## src/rtl/v_act_scheduler.sv

```systemverilog
// v_act_scheduler: round-robin sharing of one activation unit across NumReq vector producers (optional back-to-back grants: V_ACT_SCHED_B2B_EN)
module v_act_scheduler #(
  parameter int NumReq      = 4,
  parameter int InVecLength = 64,
  parameter int WorkingRegs = 8,
  parameter int NBits       = 8
) (
  input  logic                                         clk_in,
  input  logic                                         rst_n_in,
  input  logic [NumReq-1:0]                            req_valid_in,
  input  logic [NumReq-1:0][WorkingRegs-1:0][NBits-1:0] req_data_in,
  output logic [NumReq-1:0]                            req_pop_out,
  output logic [WorkingRegs-1:0][NBits-1:0]            act_data_out,
  input  logic [WorkingRegs-1:0][NBits-1:0]            act_result_in,
  output logic [WorkingRegs-1:0][NBits-1:0]            out_data_out,
  output logic                                         out_valid_out,
  input  logic                                         out_ready_in,
  output logic                                         out_last_out,
  output logic [$clog2(NumReq)-1:0]                    out_tag_out,
  output logic                                         busy_out
);
  localparam int ChunksPerVec = (InVecLength + WorkingRegs - 1) / WorkingRegs;
  localparam int CntW         = $clog2(ChunksPerVec) + 1;
  localparam int TagW         = $clog2(NumReq);
  typedef enum logic {IDLE, BURST} state_t;
  state_t            r_state, w_next_state;
  logic [TagW-1:0]   r_grant_id, w_next_grant, r_rr_ptr, w_next_rr, w_win_id, w_idx;
  logic [CntW-1:0]   r_chunk_cnt, w_next_cnt;
  logic [NumReq-1:0] w_own, w_cand;
  logic              w_busy, w_win_found, w_accept, w_last;
  assign w_busy = r_state == BURST;
  assign w_own  = w_busy ? NumReq'(1) << r_grant_id : '0;
  assign w_cand = req_valid_in & ~w_own;
  assign w_last = r_chunk_cnt == CntW'(ChunksPerVec - 1);
  // Round-robin pick: first candidate scanning upward from rr_ptr+1; the owner is masked so a retiring vector hands over
  always_comb begin
    w_win_found = 1'b0;
    w_win_id    = '0;
    w_idx       = '0;
    for (int i = NumReq; i >= 1; i--) begin
      w_idx = TagW'((int'(r_rr_ptr) + i) % NumReq);
      if (w_cand[w_idx]) begin
        w_win_found = 1'b1;
        w_win_id    = w_idx;
      end
    end
  end
  // Next state and outputs: datapath muxes are purely combinational so the result lands in the accepting cycle
  always_comb begin
    w_next_state  = r_state;
    w_next_grant  = r_grant_id;
    w_next_rr     = r_rr_ptr;
    w_next_cnt    = r_chunk_cnt;
    busy_out      = w_busy;
    out_valid_out = w_busy;
    out_tag_out   = w_busy ? r_grant_id : '0;
    act_data_out  = w_busy ? req_data_in[r_grant_id] : '0;
    out_data_out  = w_busy ? act_result_in : '0;
    w_accept      = w_busy & out_ready_in;
    out_last_out  = w_busy & w_last;
    req_pop_out   = w_accept ? w_own : '0;
    if (!w_busy) begin
      if (w_win_found) begin
        w_next_state = BURST;
        w_next_grant = w_win_id;
        w_next_rr    = w_win_id;
        w_next_cnt   = '0;
      end
    end else if (w_accept) begin
      w_next_cnt = w_last ? '0 : r_chunk_cnt + 1'b1;
      if (w_last) begin
`ifdef V_ACT_SCHED_B2B_EN
        if (w_win_found) begin
          w_next_grant = w_win_id;
          w_next_rr    = w_win_id;
        end else begin
          w_next_state = IDLE;
        end
`else
        w_next_state = IDLE;
`endif
      end
    end
  end
  // State register; rr_ptr resets to the top id so producer 0 wins first
  always_ff @(posedge clk_in or negedge rst_n_in) begin
    if (!rst_n_in) begin
      r_state     <= IDLE;
      r_grant_id  <= '0;
      r_rr_ptr    <= TagW'(NumReq - 1);
      r_chunk_cnt <= '0;
    end else begin
      r_state     <= w_next_state;
      r_grant_id  <= w_next_grant;
      r_rr_ptr    <= w_next_rr;
      r_chunk_cnt <= w_next_cnt;
    end
  end
endmodule

```

## config.mk

```make
export PLATFORM = sky130hd
export DESIGN_NAME = v_act_scheduler
export DESIGN_NICKNAME = d
export VERILOG_FILES = /design/src/rtl/v_act_scheduler.sv
export SDC_FILE = /design/constraint.sdc
export NUM_CORES = 1
export LEC_CHECK = 0
export ABC_AREA = 1
export BUFFER_PORTS_ARGS = -buffer_cell sky130_fd_sc_hd__clkbuf_2
export CORE_AREA = 2 2 182 184
export DETAILED_ROUTE_END_ITERATION = 10
export DIE_AREA = 0 0 184 186
export SYNTH_ARGS = -nofsm -noshare
export SYNTH_HDL_FRONTEND = slang
export SYNTH_SLANG_ARGS = --single-unit
```

## constraint.sdc

```tcl
create_clock -name clk_in -period 2.4 [get_ports clk_in]
set_input_delay 0.24 -clock clk_in [delete_from_list [all_inputs] [get_ports clk_in]]
set_output_delay 0.24 -clock clk_in [all_outputs]
set_load 0.01 [all_outputs]
```

==> results.sh <==
export IMPL_status="finished, final reports clean"
export IMPL_rsz0062_at_grt="false"
export IMPL_max_slew_margin=0.590
export IMPL_ant_nets=0
export IMPL_critPathRequiredTime_ps=2160
export IMPL_critPathBufInv=3
export IMPL_p_leak_nw=3.40
export IMPL_synth_seq_cells=9
export IMPL_worstPathMaxFanout=46
export IMPL_final_hold_violation_count=0
export IMPL_portBuffers=463
export IMPL_setup_ws_ps=169
export IMPL_dieHeight_um=186
export IMPL_grt_use_met1=0.123
export IMPL_cts_tree="yes"
export IMPL_start_kind="flip-flop"
export IMPL_final_util=0.179
export IMPL_fmax_mhz=448
export IMPL_post_route_period_util=0.930
export IMPL_cp_top_family="buffers and inverters"
export IMPL_hpwl_mm=18.4
export IMPL_synthTopCellsByCount="147 x nand3_1, 102 x nand2_1, 75 x inv_1"
export IMPL_synth_area_sq_mm=0.00294
export IMPL_slowest_stage="dfrtp_2"
export IMPL_grt_pass1_vias=5325
export IMPL_start_util=0.0913
export IMPL_synth_compound_area_frac=0.309
export IMPL_drt_initial_drc_count=407
export IMPL_grt_start_max_net_pins=81
export IMPL_synth_xor_area_frac=0.00851
export IMPL_arrival_ps=1990
export IMPL_antenna_found_initial=7
export IMPL_max_stage_delay_ps=510
export IMPL_ff_latch_area_sq_um=234
export IMPL_syn_inst=550
export IMPL_finClkSkew_ps=0.657
export IMPL_synth_top_family_by_area="simple AND/OR/NAND/NOR gates"
export IMPL_critical_path_class="flip-flop to output pin"
export IMPL_ys_seq_area_frac=0.0774
export IMPL_syn_avg_cell_area_sq_um=5.35
export IMPL_synth_main_ff_cell="dfrtp_1"
export IMPL_clk_latency_ps=230
export IMPL_synth_simple_area_share=0.412
export IMPL_path_cells="inv_2 -> nor2_4 -> buf_12 -> a22oi_1 -> a31oi_1 -> clkbuf_2"
export IMPL_synth_edf_count=0
export IMPL_end_kind="output pin"
export IMPL_post_cts_buffers=0
export IMPL_drive_gt1_frac=0.510
export IMPL_dpl_cell_count=1371
export IMPL_grt_pass1_wl_mm=29.8
export IMPL_num_rows=66
export IMPL_gr_total_overflow=0
export IMPL_die_x_um=184
export IMPL_setup_violations=0
export IMPL_via_per_inst=4.32
export IMPL_clk_pin_slew_ps=40
export IMPL_gp_congestion=0.862
export IMPL_layoutNonFillerInstCount=1378
export IMPL_yosys_area_share_adder=0.00425
export IMPL_cts_root_buffer="clkbuf_16"
export IMPL_synth_top_cell_by_area="nand3_1"
export IMPL_drt_wirelength_per_cell_um=16.1
export IMPL_ir_drop_v=0.000407
export IMPL_numCtsBuffers=3
export IMPL_final_max_slew_viol_count=0
export IMPL_fin_area_sq_mm=0.00577
export IMPL_synth_nets=878
export IMPL_clock_sinks=9
export IMPL_yosysWarningCount=0
export IMPL_place_area_sq_mm=0.00568
export IMPL_worstHoldPathType="primary input to flip-flop"
export IMPL_grtUsageMet3=0.0421
export IMPL_use_met2=0.208
export IMPL_grt_usage=0.114
export IMPL_cts_resized=0
export IMPL_synth_area_top_cells="nand3_1 25%, a22oi_1 16%, a31oi_1 14%"
export IMPL_clk_path_buf_depth=2
export IMPL_yosysMostFrequentCell="nand3_1"
export IMPL_period_needed_ps=2230
export IMPL_drt_first_pass_iters=8
export IMPL_dp_worst_setup_slack_ps=491
export IMPL_setup_tns_ps=0
export IMPL_grt_busiest_layer="met2"
export IMPL_area_delta_synth_final_pct=96.1
export IMPL_maxCapViolations=0
export IMPL_drc=0
export IMPL_multi_input_area_sq_mm=0.00217
export IMPL_worst_slew_pin_slew_ps=616
export IMPL_synth_top_area_share=0.250
export IMPL_nFillCells=3718
export IMPL_synthMuxAreaShare=0
export IMPL_io_pins=464
export IMPL_htreeDepth=1
export IMPL_power_density_mw_per_mm2=1150
export IMPL_num_vias=5948
export IMPL_fin_nets=1297
export IMPL_async_flop_share=1.00
export IMPL_dieArea_sq_mm=0.0342
export IMPL_wirelength_mm=22.2
export IMPL_core_area_sq_mm=0.0322
export IMPL_synth_cell_type_count=26
-- routing by layer --
layer	vias to the layer above	part of all wire
met1	2683	0.37
met5	-	0
met4	0	0.030
li1	2765	-
met2	448	0.49
met3	52	0.12
-- kinds of logic (layout without fill, tap and decap cells) --
family,count (synthesis),in the layout
flip-flops,9,9
XOR/XNOR,2,2
buffers and inverters,138,556
AO/OA/AOI/OAI,133,133
other,0,2
AND/OR/NAND/NOR,267,267
adder cells (fa/ha/maj),1,1
-- worst paths after layout --
| kind | from | to | slack, ps | cells after the start |
|---|---|---|---|---|
| hold / removal | out_ready_in | r_chunk_cnt[1]$_DFFE_PN0P_ | 300 | 3 |
| hold reg to reg | r_rr_ptr[1]$_DFFE_PN1P_ | r_rr_ptr[1]$_DFFE_PN1P_ | 510 | 2 |
| min in group asynchronous | rst_n_in | r_chunk_cnt[0]$_DFFE_PN0P_ | 420 | 2 |
| setup reg to reg | r_grant_id[1]$_DFFE_PN0P_ | r_grant_id[0]$_DFFE_PN0P_ | 520 | 12 |
| max in group asynchronous | rst_n_in | r_rr_ptr[1]$_DFFE_PN1P_ | 1710 | 2 |
| setup / recovery | r_grant_id[0]$_DFFE_PN0P_ | act_data_out[46] | 170 | 6 |
-- layout by cell type (no fill, tap or decap), types with 2 or more instances in the layout --
master,count
nor2_1,9
dfrtp_2,2
diode_2,2
clkbuf_2,463
dfrtp_1,4
buf_4,5
inv_2,3
nand3_1,147
nor2_4,2
a22oi_1,64
dfstp_2,2
nand2_2,4
o21ai_1,2
a31oi_1,64
nand2_1,102
buf_12,6
clkbuf_16,3
inv_1,74
-- cell type report --
cell class                 count  area share
antenna                        2    0.000867
clock buffer                   4      0.0137
inverter                      77      0.0501
multi-input combinational    403       0.376
sequential                     9      0.0406
tap                          408      0.0885
timing repair buffer         475       0.431
-- power by group --
part	internal [W]	switching [W]	leakage (nW)	total, W
sequential	0.000245	0.000176	0.103	0.000420
combinational	0.00221	0.00373	3.26	0.00594
clock	0.000222	0.0000760	0.0382	0.000299
-- registers in the layout, summed over array words and instances, names as in the netlist --
name / count
busy_out: 1
r_chunk_cnt: 4
r_grant_id: 2
r_rr_ptr: 2
-- tightest hold or removal path: stages --
cell      delay, ps
clkbuf_2        100
nand3_1          80
nand2_1          60
-- metrics by stage --
stage / power (W) / hold WS [ps]
floorplan: 0.00393 / -55.6
global placement: 0.00631 / 124
detailed placement: 0.00635 / 133
CTS: 0.00669 / 301
global route: 0.00728 / 321
finish: 0.00665 / 297
-- timing repair --
item / 4_1_cts / 5_1_grt
hold buffers: 1 / 0
setup endpoints to repair: 0 / 0
hold endpoints to repair: 7 / 0
Power figures use the tool's default switching activity.
